===== src/rtl/rv_run_pkg.sv =====
// rv_run_pkg: shared state/status encodings and default tohost constants for the run monitor
package rv_run_pkg;
  typedef enum logic [1:0] {HOLD, RUN, DONE} state_t;
  typedef enum logic [2:0] {
    ST_RUNNING = 3'd0,
    ST_PASS    = 3'd1,
    ST_FAIL    = 3'd2,
    ST_TIMEOUT = 3'd3,
    ST_HANG    = 3'd4
  } status_t;
  localparam logic [5:0]  DEF_TOHOST_ADDR = 6'h3F;
  localparam logic [63:0] DEF_PASS_VALUE  = 64'd1;
endpackage


===== src/rtl/rv_stall_detector.sv =====
// rv_stall_detector: counts consecutive enabled cycles with an unchanged fetch address and flags a hang
module rv_stall_detector #(
  parameter int ADDR_W       = 6,
  parameter int STALL_CYCLES = 16
) (
  input  logic              clk,
  input  logic              reset,
  input  logic              en,
  input  logic [ADDR_W-1:0] addr,
  output logic              hang
);
  localparam int SW = STALL_CYCLES < 2 ? 1 : $clog2(STALL_CYCLES + 1);
  logic [ADDR_W-1:0] prev;
  logic [SW-1:0]     cnt, cnt_nx;
  // updated stall count and hang flag for the current cycle
  always_comb begin
    cnt_nx = (!en || addr != prev) ? '0 : (&cnt ? cnt : cnt + 1'b1);
    hang   = (STALL_CYCLES != 0) && en && (cnt_nx == SW'(STALL_CYCLES));
  end
  // previous address is sampled every cycle so the first run cycle sees the last hold value
  always_ff @(posedge clk) begin
    if (reset) begin
      prev <= '0;
      cnt  <= '0;
    end else begin
      prev <= addr;
      cnt  <= cnt_nx;
    end
  end
endmodule


===== src/rtl/rv_run_monitor.sv =====
// rv_run_monitor: sequences core reset, watches memory buses and latches the run verdict and statistics
module rv_run_monitor
  import rv_run_pkg::*;
#(
  parameter int                ADDR_W       = 6,
  parameter int                DATA_W       = 64,
  parameter int                CNT_W        = 32,
  parameter int                RESET_CYCLES = 5,
  parameter int                MAX_CYCLES   = 135,
  parameter int                STALL_CYCLES = 16,
  parameter logic [ADDR_W-1:0] TOHOST_ADDR  = DEF_TOHOST_ADDR,
  parameter logic [DATA_W-1:0] PASS_VALUE   = DEF_PASS_VALUE
) (
  input  logic              clk,
  input  logic              reset,
  input  logic              start,
  output logic              dut_rst_n,
  input  logic [ADDR_W-1:0] i_mem_addr,
  input  logic              d_mem_we,
  input  logic [ADDR_W-1:0] d_mem_addr,
  input  logic [DATA_W-1:0] d_mem_data,
  output logic              done,
  output logic              pass,
  output logic [2:0]        status,
  output logic [CNT_W-1:0]  cycle_count,
  output logic [CNT_W-1:0]  store_count,
  output logic [DATA_W-1:0] result_data
);
  localparam int HW = RESET_CYCLES < 2 ? 1 : $clog2(RESET_CYCLES);
  state_t            state, state_nx;
  status_t           st, st_nx;
  logic [HW-1:0]     hold, hold_nx;
  logic              rst_nx, done_nx, pass_nx, hang, tohost, timeout, pass_val;
  logic [CNT_W-1:0]  cyc_inc, sto_inc, cyc_nx, sto_nx;
  logic [DATA_W-1:0] res_nx;
  rv_stall_detector #(.ADDR_W(ADDR_W), .STALL_CYCLES(STALL_CYCLES)) u_stall (
    .clk  (clk),
    .reset(reset),
    .en   (state == RUN),
    .addr (i_mem_addr),
    .hang (hang)
  );
  assign status = st;
  // next-state logic: hold sequencing, run accounting with tohost > timeout > hang priority, re-arm from done
  always_comb begin
    cyc_inc  = &cycle_count ? cycle_count : cycle_count + 1'b1;
    sto_inc  = &store_count ? store_count : store_count + 1'b1;
    tohost   = d_mem_we && d_mem_addr == TOHOST_ADDR;
    timeout  = cyc_inc == CNT_W'(MAX_CYCLES);
    pass_val = d_mem_data == PASS_VALUE;
    state_nx = state;
    hold_nx  = hold;
    rst_nx   = dut_rst_n;
    done_nx  = done;
    pass_nx  = pass;
    st_nx    = st;
    cyc_nx   = cycle_count;
    sto_nx   = store_count;
    res_nx   = result_data;
    case (state)
      HOLD: begin
        hold_nx = hold == HW'(RESET_CYCLES - 1) ? '0 : hold + 1'b1;
        if (hold == HW'(RESET_CYCLES - 1)) begin
          state_nx = RUN;
          rst_nx   = 1'b1;
        end
      end
      RUN: begin
        cyc_nx = cyc_inc;
        sto_nx = d_mem_we ? sto_inc : store_count;
        if (tohost || timeout || hang) begin
          state_nx = DONE;
          rst_nx   = 1'b0;
          done_nx  = 1'b1;
        end
        if (tohost) begin
          res_nx  = d_mem_data;
          st_nx   = pass_val ? ST_PASS : ST_FAIL;
          pass_nx = pass_val;
        end else if (timeout) begin
          st_nx = ST_TIMEOUT;
        end else if (hang) begin
          st_nx = ST_HANG;
        end
      end
      DONE: begin
        if (start) begin
          state_nx = HOLD;
          hold_nx  = '0;
          done_nx  = 1'b0;
          pass_nx  = 1'b0;
          st_nx    = ST_RUNNING;
          cyc_nx   = '0;
          sto_nx   = '0;
          res_nx   = '0;
        end
      end
      default: state_nx = HOLD;
    endcase
  end
  // state and registered outputs; reset aborts any run and re-enters hold
  always_ff @(posedge clk) begin
    if (reset) begin
      state       <= HOLD;
      hold        <= '0;
      dut_rst_n   <= 1'b0;
      done        <= 1'b0;
      pass        <= 1'b0;
      st          <= ST_RUNNING;
      cycle_count <= '0;
      store_count <= '0;
      result_data <= '0;
    end else begin
      state       <= state_nx;
      hold        <= hold_nx;
      dut_rst_n   <= rst_nx;
      done        <= done_nx;
      pass        <= pass_nx;
      st          <= st_nx;
      cycle_count <= cyc_nx;
      store_count <= sto_nx;
      result_data <= res_nx;
    end
  end
endmodule


===== config.mk =====
export PLATFORM = sky130hd
export DESIGN_NAME = rv_run_monitor
export DESIGN_NICKNAME = d
export VERILOG_FILES = /design/src/rtl/rv_run_pkg.sv /design/src/rtl/rv_stall_detector.sv /design/src/rtl/rv_run_monitor.sv
export SDC_FILE = /design/constraint.sdc
export NUM_CORES = 1
export LEC_CHECK = 0
export CAP_MARGIN = 20
export CORE_AREA = 2 2 102 153
export CTS_BUF_LIST = sky130_fd_sc_hd__clkbuf_8
export CTS_CLUSTER_SIZE = 25
export DETAILED_ROUTE_END_ITERATION = 6
export DIE_AREA = 0 0 104 155
export PLACE_DENSITY = 0.77
export REMOVE_ABC_BUFFERS = 1
export SLEW_MARGIN = 20
export SYNTH_ARGS = -nofsm -noshare
export SYNTH_HDL_FRONTEND = slang
export SYNTH_SLANG_ARGS = --single-unit

===== constraint.sdc =====
create_clock -name clk -period 4.85 [get_ports clk]
set_clock_uncertainty 0.2 [all_clocks]
set_input_delay 1.2125 -clock clk [delete_from_list [all_inputs] [get_ports clk]]
set_output_delay 1.2125 -clock clk [all_outputs]
set_load 0.01 [all_outputs]

==> run_results.csv, run 1 <==
group,metric,value,unit
cts,cts_tree,"done",
layout,multiInputGateArea,3840,sq um
placed_design,gp_congestion,0.939,
cts,clock_path_buffers,2,
timing,holdWs,0.266,ns
cts,clk_latency,0.44,ns
timing,period_needed,4.54,ns
drt,drtIter0Drc,358,
yosys,synth_cells,867,
layout,layout_common_cells,"212 x clkdlybuf4s50_1, 155 x nor2_1, 150 x dfxtp_1, 69 x a22oi_1, 66 x nand2_1",
layout,layout.cells.non_filler,1264,
setup_path,required,4.96,ns
drt,vias,7263,
power,ir_worst_vdd,0.202,mV
yosys,synth_edf_count,0,
layout,drive_above_1_share,5.63,%
layout,fin_nets,1140,
power,p_sw_share,26.4,%
placed_design,placed_area,9360,sq um
floorplanning,ioPinCount,214,
yosys,yosys_register_bits,150,
cts,post_cts_buffers,0,
floorplanning,rows,55,
placed_design,hpwl,15.9,mm
timing,setup_viol,0,
global_route,antenna_found_initial,0,
drt,first_pass_iters,5,
layout,final_common_cell,"clkdlybuf4s50_1",
yosys,ys_seq_area_share,42.2,%
placed_design,place_inst,1232,
floorplanning,core,14900,sq um
global_route,overflow,0,
floorplanning,dieArea,16100,sq um
cts,cts_root_buffer,"clkbuf_8",
timing,clock.fmax,220,MHz
timing,final.setup.tns,0,ns
power,p_leak,3.34,nW
placed_design,place_ws,0.390,ns
setup_path,crit_arrival,4.65,ns
run,maxCapViolCount,0,
timing,final-hold-violation-count,0,
cts,ctsHoldBuffers,0,
floorplanning,die_w,104,um
timing,worstMarginPinSlew,0.785,ns
timing,rsz0062_at_grt,"false",
setup_path,worstSetupEndpointType,"register",
floorplanning,die-height,155,um
cts,cts_num_sinks,150,
power,power,2.39,mW
power,power.internal,1.76,mW
hold_path,min_path_type,"reg -> reg",
drt,wl_per_cell,17.4,um
power,p_clk_share,40.4,%
setup_path,crit_fanout,9,
drt,drt-vias-per-instance,5.75,
yosys,synth_area_per_cell,8.20,sq um
power,power_density,245,nW/um^2
power,combPwrFrac,7.4,%
setup_path,worstSetupPathType,"reg -> reg",
placed_design,portBuffers,213,
yosys,syn_area,7110,sq um
global_route,first_global_vias,7087,
power,p_seq_share,52.2,%
timing,min_period_over_period,93.5,%
setup_path,critPathLaunchType,"register",
cts,htree_num_levels,4,
cts,path_clk_slew,0.10,ns
cts,cts_resized,0,
yosys,ys.flop_type,"dfxtp_1",
timing,setup_ws,0.314,ns
timing,drv_slew,0,
global_route,grt_first_pass_wirelength,35.2,mm
layout,regArea,3000,sq um
layout,nFillCells,1345,
floorplanning,initial_utilization,47.8,%
global_route,track_usage,26.7,%
outcome,status,"completed",
layout,area_growth,37.2,%
yosys,yosysWarnings,0,
cts,numCtsBuffers,17,
drt,finalWirelength,22.0,mm
layout,n_antenna_cell,0,
layout,stdcell_area,9760,sq um
yosys,synthArstFlopShare,0,%
power,switchingPower,0.630,mW
drt,route.detailed.drc,0,
timing,slew_headroom,47.2,%
drt,ant_nets,0,
yosys,synth.distinct_cells,57,
global_route,grt_max_degree,69,
layout,post-route-util,65.6,%
[cell type report]
type                       instances  area share (%)
multi-input combinational        644            39.3
sequential                       150            30.8
timing repair buffer             223            22.7
tap                              199            2.55
clock buffer                      17            2.40
clock inverter                    15            1.60
inverter                          16           0.616
[final timing paths]
check                                    start        end  slack, ns  depth (start not counted)
worst max-delay path            cycle_count[0]       done       0.31                         10
worst min-delay path                 status[1]  status[1]       0.27                          2
worst max register to register  cycle_count[0]       done       0.31                         10
worst min register to register       status[1]  status[1]       0.27                          2
[state kept, by name, indices dropped and copies added (netlist names)]
register / cells
cycle_count: 32
result_data: 64
store_count: 32
done: 1
u_stall.cnt: 5
dut_rst_n: 1
status: 3
hold: 3
state: 2
pass: 1
u_stall.prev: 6
[cell families (layout without fill, tap and decap cells)]
logic type | after synthesis | in the layout | synth area share, %
muxes | 6 | 6 | 0.845
xor gates and xnor gates | 55 | 55 | 6.78
AOI/OAI and AO/OA | 180 | 180 | 17.2
DFF | 150 | 150 | 42.2
adders and majority gates | 8 | 8 | 1.41
buffers and inverters | 73 | 271 | 4.05
and+or+nand+nor | 395 | 395 | 27.5
[Yosys cell counts, types with 2 or more instances]
cell      count  area, sq um
mux2i_1       6         60.1
nor2b_1       7         43.8
or2_2         3         18.8
nand4_2       2         25.0
nand3_1      34          170
or3_1         4         25.0
clkbuf_1     49          184
dfxtp_1     150         3000
xor2_1       28          245
nand3b_1      2         15.0
a22oi_1      69          518
buf_2         5         25.0
and4_1        8         70.1
inv_1        16         60.1
a311oi_1      7         61.3
a211o_1       3         26.3
o31ai_1       2         15.0
and3_1       12         75.1
nor3b_1       3         22.5
o21ai_0      26          130
buf_1         2         7.51
ha_1          8          100
nor2_1      156          586
o211a_1       3         30.0
nand2_1      67          251
a31oi_1       9         56.3
xnor2_1      27          236
nand4_1      28          175
nand2b_1      3         18.8
nand4b_1      5         43.8
nor4_1       26          163
a21oi_1      40          200
a21o_1        3         22.5
nor3_1       18         90.1
a41o_1        2         20.0
a211oi_1      5         37.5
or4_1         5         37.5
and2_1        5         31.3
[critical path, cell delays in order, from the launching register on]
cell      delay, ns
dfxtp_1        0.48
ha_1           0.30
nand4_1        0.30
or4_1          0.69
a311oi_1       0.34
xnor2_1        0.19
nand4_1        0.14
or4_1          0.55
or4_1          0.72
and2_1         0.25
o221a_1        0.24
[power by group through the flow]
stage                     Sequential, mW  Clock (mW)  Combinational, mW
after floorplan                     1.27           0             0.0586
after global placement              1.27           0              0.175
after detailed placement            1.27           0              0.176
after CTS                           1.25       0.985              0.177
after global routing                1.25        1.03              0.193
final                               1.25       0.965              0.177
[per-layer routing]
| metal | wire [um] | share of wire (%) | track usage [%] | vias up |
|---|---|---|---|---|
| met3 | 1720 | 7.8 | 8.00 | 37 |
| li1 | - | - | - | 3504 |
| met4 | 657 | 3.0 | 11.5 | 0 |
| met5 | 0 | 0 | 0 | - |
| met1 | 8180 | 37 | 28.3 | 3430 |
| met2 | 11400 | 52 | 49.0 | 292 |
No activity file was read; power rests on OpenSTA's default activity.
==> inputs of run 2 (changes only) <==
--- a/config.mk
+++ b/config.mk
@@ -6,12 +6,13 @@
 export NUM_CORES = 1
 export LEC_CHECK = 0
 export CAP_MARGIN = 20
-export CORE_AREA = 2 2 102 153
+export CORE_AREA = 2 2 94 141
 export CTS_BUF_LIST = sky130_fd_sc_hd__clkbuf_8
 export CTS_CLUSTER_SIZE = 25
 export DETAILED_ROUTE_END_ITERATION = 6
-export DIE_AREA = 0 0 104 155
-export PLACE_DENSITY = 0.77
+export DIE_AREA = 0 0 96 143
+export DONT_BUFFER_PORTS = 1
+export PLACE_DENSITY = 0.68
 export REMOVE_ABC_BUFFERS = 1
 export SLEW_MARGIN = 20
 export SYNTH_ARGS = -nofsm -noshare
==> constraint.sdc (replaced) <==
create_clock -name clk -period 4.85 [get_ports clk]
set_clock_uncertainty 0.2 [all_clocks]
set_input_delay 1.2125 -clock clk [delete_from_list [all_inputs] [get_ports clk]]
set_output_delay 1.2125 -clock clk [all_outputs]
set_load 0.005 [all_outputs]
==> run 2 against run 1 <==
Against the previous run:
- first-iteration DRC count rose by 15%
- setup slack got worse by 0.051 ns
- critical path depth did not move
- die area fell by 15%
- worst hold slack improved by 0.020 ns
- fmax fell by 1.1%
- sequential cell count did not move
- utilization fell by 5.2 points
- sequential share of layout area rose by 9.1 points
- count of clock-buffer cells in the layout rose by 2
- register-to-register slack got worse by 0.05 ns
- critical path type unchanged
- highest routed layer unchanged
==> run_results.csv, run 2 (synthesized netlist as in run 1, its figures left out) <==
group,metric,value,unit
outcome,status,"completed",
cts,clock_path_buffers,2,
cts,path_clk_slew,0.10,ns
timing,min_period_over_period,94.6,%
timing,worstMarginPinSlew,1.02,ns
placed_design,portBuffers,0,
setup_path,cpMostUsedCell,"or4_1",
timing,final.setup.tns,0,ns
floorplanning,die_w,96,um
power,ir_worst_vdd,0.218,mV
setup_path,crit_fanout,9,
layout,final_common_cell,"nor2_1",
drt,drtIter0Drc,413,
timing,slew_headroom,31.4,%
setup_path,critPathLaunchType,"register",
drt,drt-vias-per-instance,6.49,
cts,cts_resized,0,
drt,vias,6532,
cts,htree_num_levels,4,
placed_design,place_inst,974,
floorplanning,initial_utilization,57.1,%
drt,wl_per_cell,20.6,um
floorplanning,die-height,143,um
global_route,track_usage,30.7,%
drt,dr_wl_met3,1.61,mm
setup_path,worstSetupPathType,"reg -> reg",
global_route,first_global_vias,6688,
power,power_density,297,nW/um^2
layout,n_antenna_cell,0,
floorplanning,dieArea,13700,sq um
layout,layout.cells.non_filler,1006,
power,power,2.23,mW
floorplanning,core,12400,sq um
floorplanning,ioPinCount,214,
layout,reg_top3,"result_data x64, cycle_count x32, store_count x32",
power,p_leak,2.55,nW
run,maxCapViolCount,0,
global_route,antenna_found_initial,0,
placed_design,gp_congestion,0.915,
layout,drive_above_1_share,6.59,%
drt,ant_nets,0,
setup_path,worstSetupEndpointType,"register",
cts,numCtsBuffers,17,
timing,rsz0062_at_grt,"false",
drt,route.detailed.drc,0,
placed_design,placed_area,7150,sq um
cts,cts_tree,"done",
cts,post_cts_buffers,0,
timing,period_needed,4.59,ns
setup_path,required,5.03,ns
setup_path,critical_path.max_stage_delay,0.72,ns
global_route,overflow,0,
layout,stdcell_area,7520,sq um
setup_path,path_cells,"ha_1 -> nand4_1 -> or4_1 -> a311oi_1 -> xnor2_1 -> nand4_1 -> or4_1 -> or4_1 -> a21oi_2 -> mux2i_1",
cts,cts_root_buffer,"clkbuf_8",
drt,top_layer_used,"met4",
hold_path,min_path_type,"reg -> reg",
drt,first_pass_iters,6,
timing,final-hold-violation-count,0,
cts,ctsHoldBuffers,0,
timing,drv_slew,0,
layout,layout_common_cells,"155 x nor2_1, 150 x dfxtp_1, 69 x a22oi_1, 66 x nand2_1, 40 x a21oi_1",
cts,cts_num_sinks,150,
timing,setup_viol,0,
layout,largest_reg_flops,64,
layout,fin_nets,925,
setup_path,crit_arrival,4.77,ns
timing,clock.fmax,218,MHz
drt,dr_wl_met2,10.8,mm
layout,area_growth,5.84,%
global_route,grt_first_pass_wirelength,32.9,mm
drt,met1_length,7.36,mm
setup_path,cp_slowest_cell,"or4_1",
global_route,grt_max_degree,108,
drt,finalWirelength,20.7,mm
placed_design,hpwl,14.9,mm
cts,clk_latency,0.46,ns
layout,largest-register,"result_data",
floorplanning,rows,50,
[run 2: critical path: cells and delay by family, from the launching register on]
family | cells | cell delay [ns]
adders and majority gates | 1 | 0.31
muxes | 1 | 0.24
AOI/OAI and AO/OA | 2 | 0.65
and+or+nand+nor | 5 | 2.43
DFF | 1 | 0.50
xor gates and xnor gates | 1 | 0.19
[run 2: through the flow]
step / setup WS, ns / hold slack (ns) / utilization (%)
floorplan: 0.455 / 0.251 / -
detailed placement: 0.389 / 0.268 / 57.4
global placement: 0.494 / 0.261 / 57.4
CTS: 0.330 / 0.283 / 60.4
global route: 0.0659 / 0.318 / 60.4
finish: 0.263 / 0.286 / 60.4
[run 2: final timing paths]
| kind | depth (start not counted) | startpoint | slack [ns] | to |
|---|---|---|---|---|
| hold reg to reg | 2 | state[1] | 0.29 | state[1] |
| setup reg to reg | 10 | cycle_count[0] | 0.26 | status[0] |
| setup / recovery | 10 | cycle_count[0] | 0.26 | status[0] |
| hold / removal | 2 | state[1] | 0.29 | state[1] |
[run 2: cell type report]
class	instances	area (sq um)
multi-input combinational	644	3830
fill	1118	4920
tap	156	195
timing repair buffer	8	60.1
inverter	16	60.1
sequential	150	3000
clock buffer	19	262
clock inverter	13	111
[run 2: metal layers]
metal	vias up	track usage, %
li1	3062	-
met4	0	16.8
met1	3117	31.7
met2	283	53.7
met5	-	0
met3	70	9.55
[run 2: power by group]
part / internal, mW / switching, mW / leakage [nW]
Sequential: 1.24 / 0.00708 / 1.21
Clock: 0.395 / 0.512 / 0.190
Combinational: 0.0288 / 0.0536 / 1.15
Total: 1.66 / 0.573 / 2.55
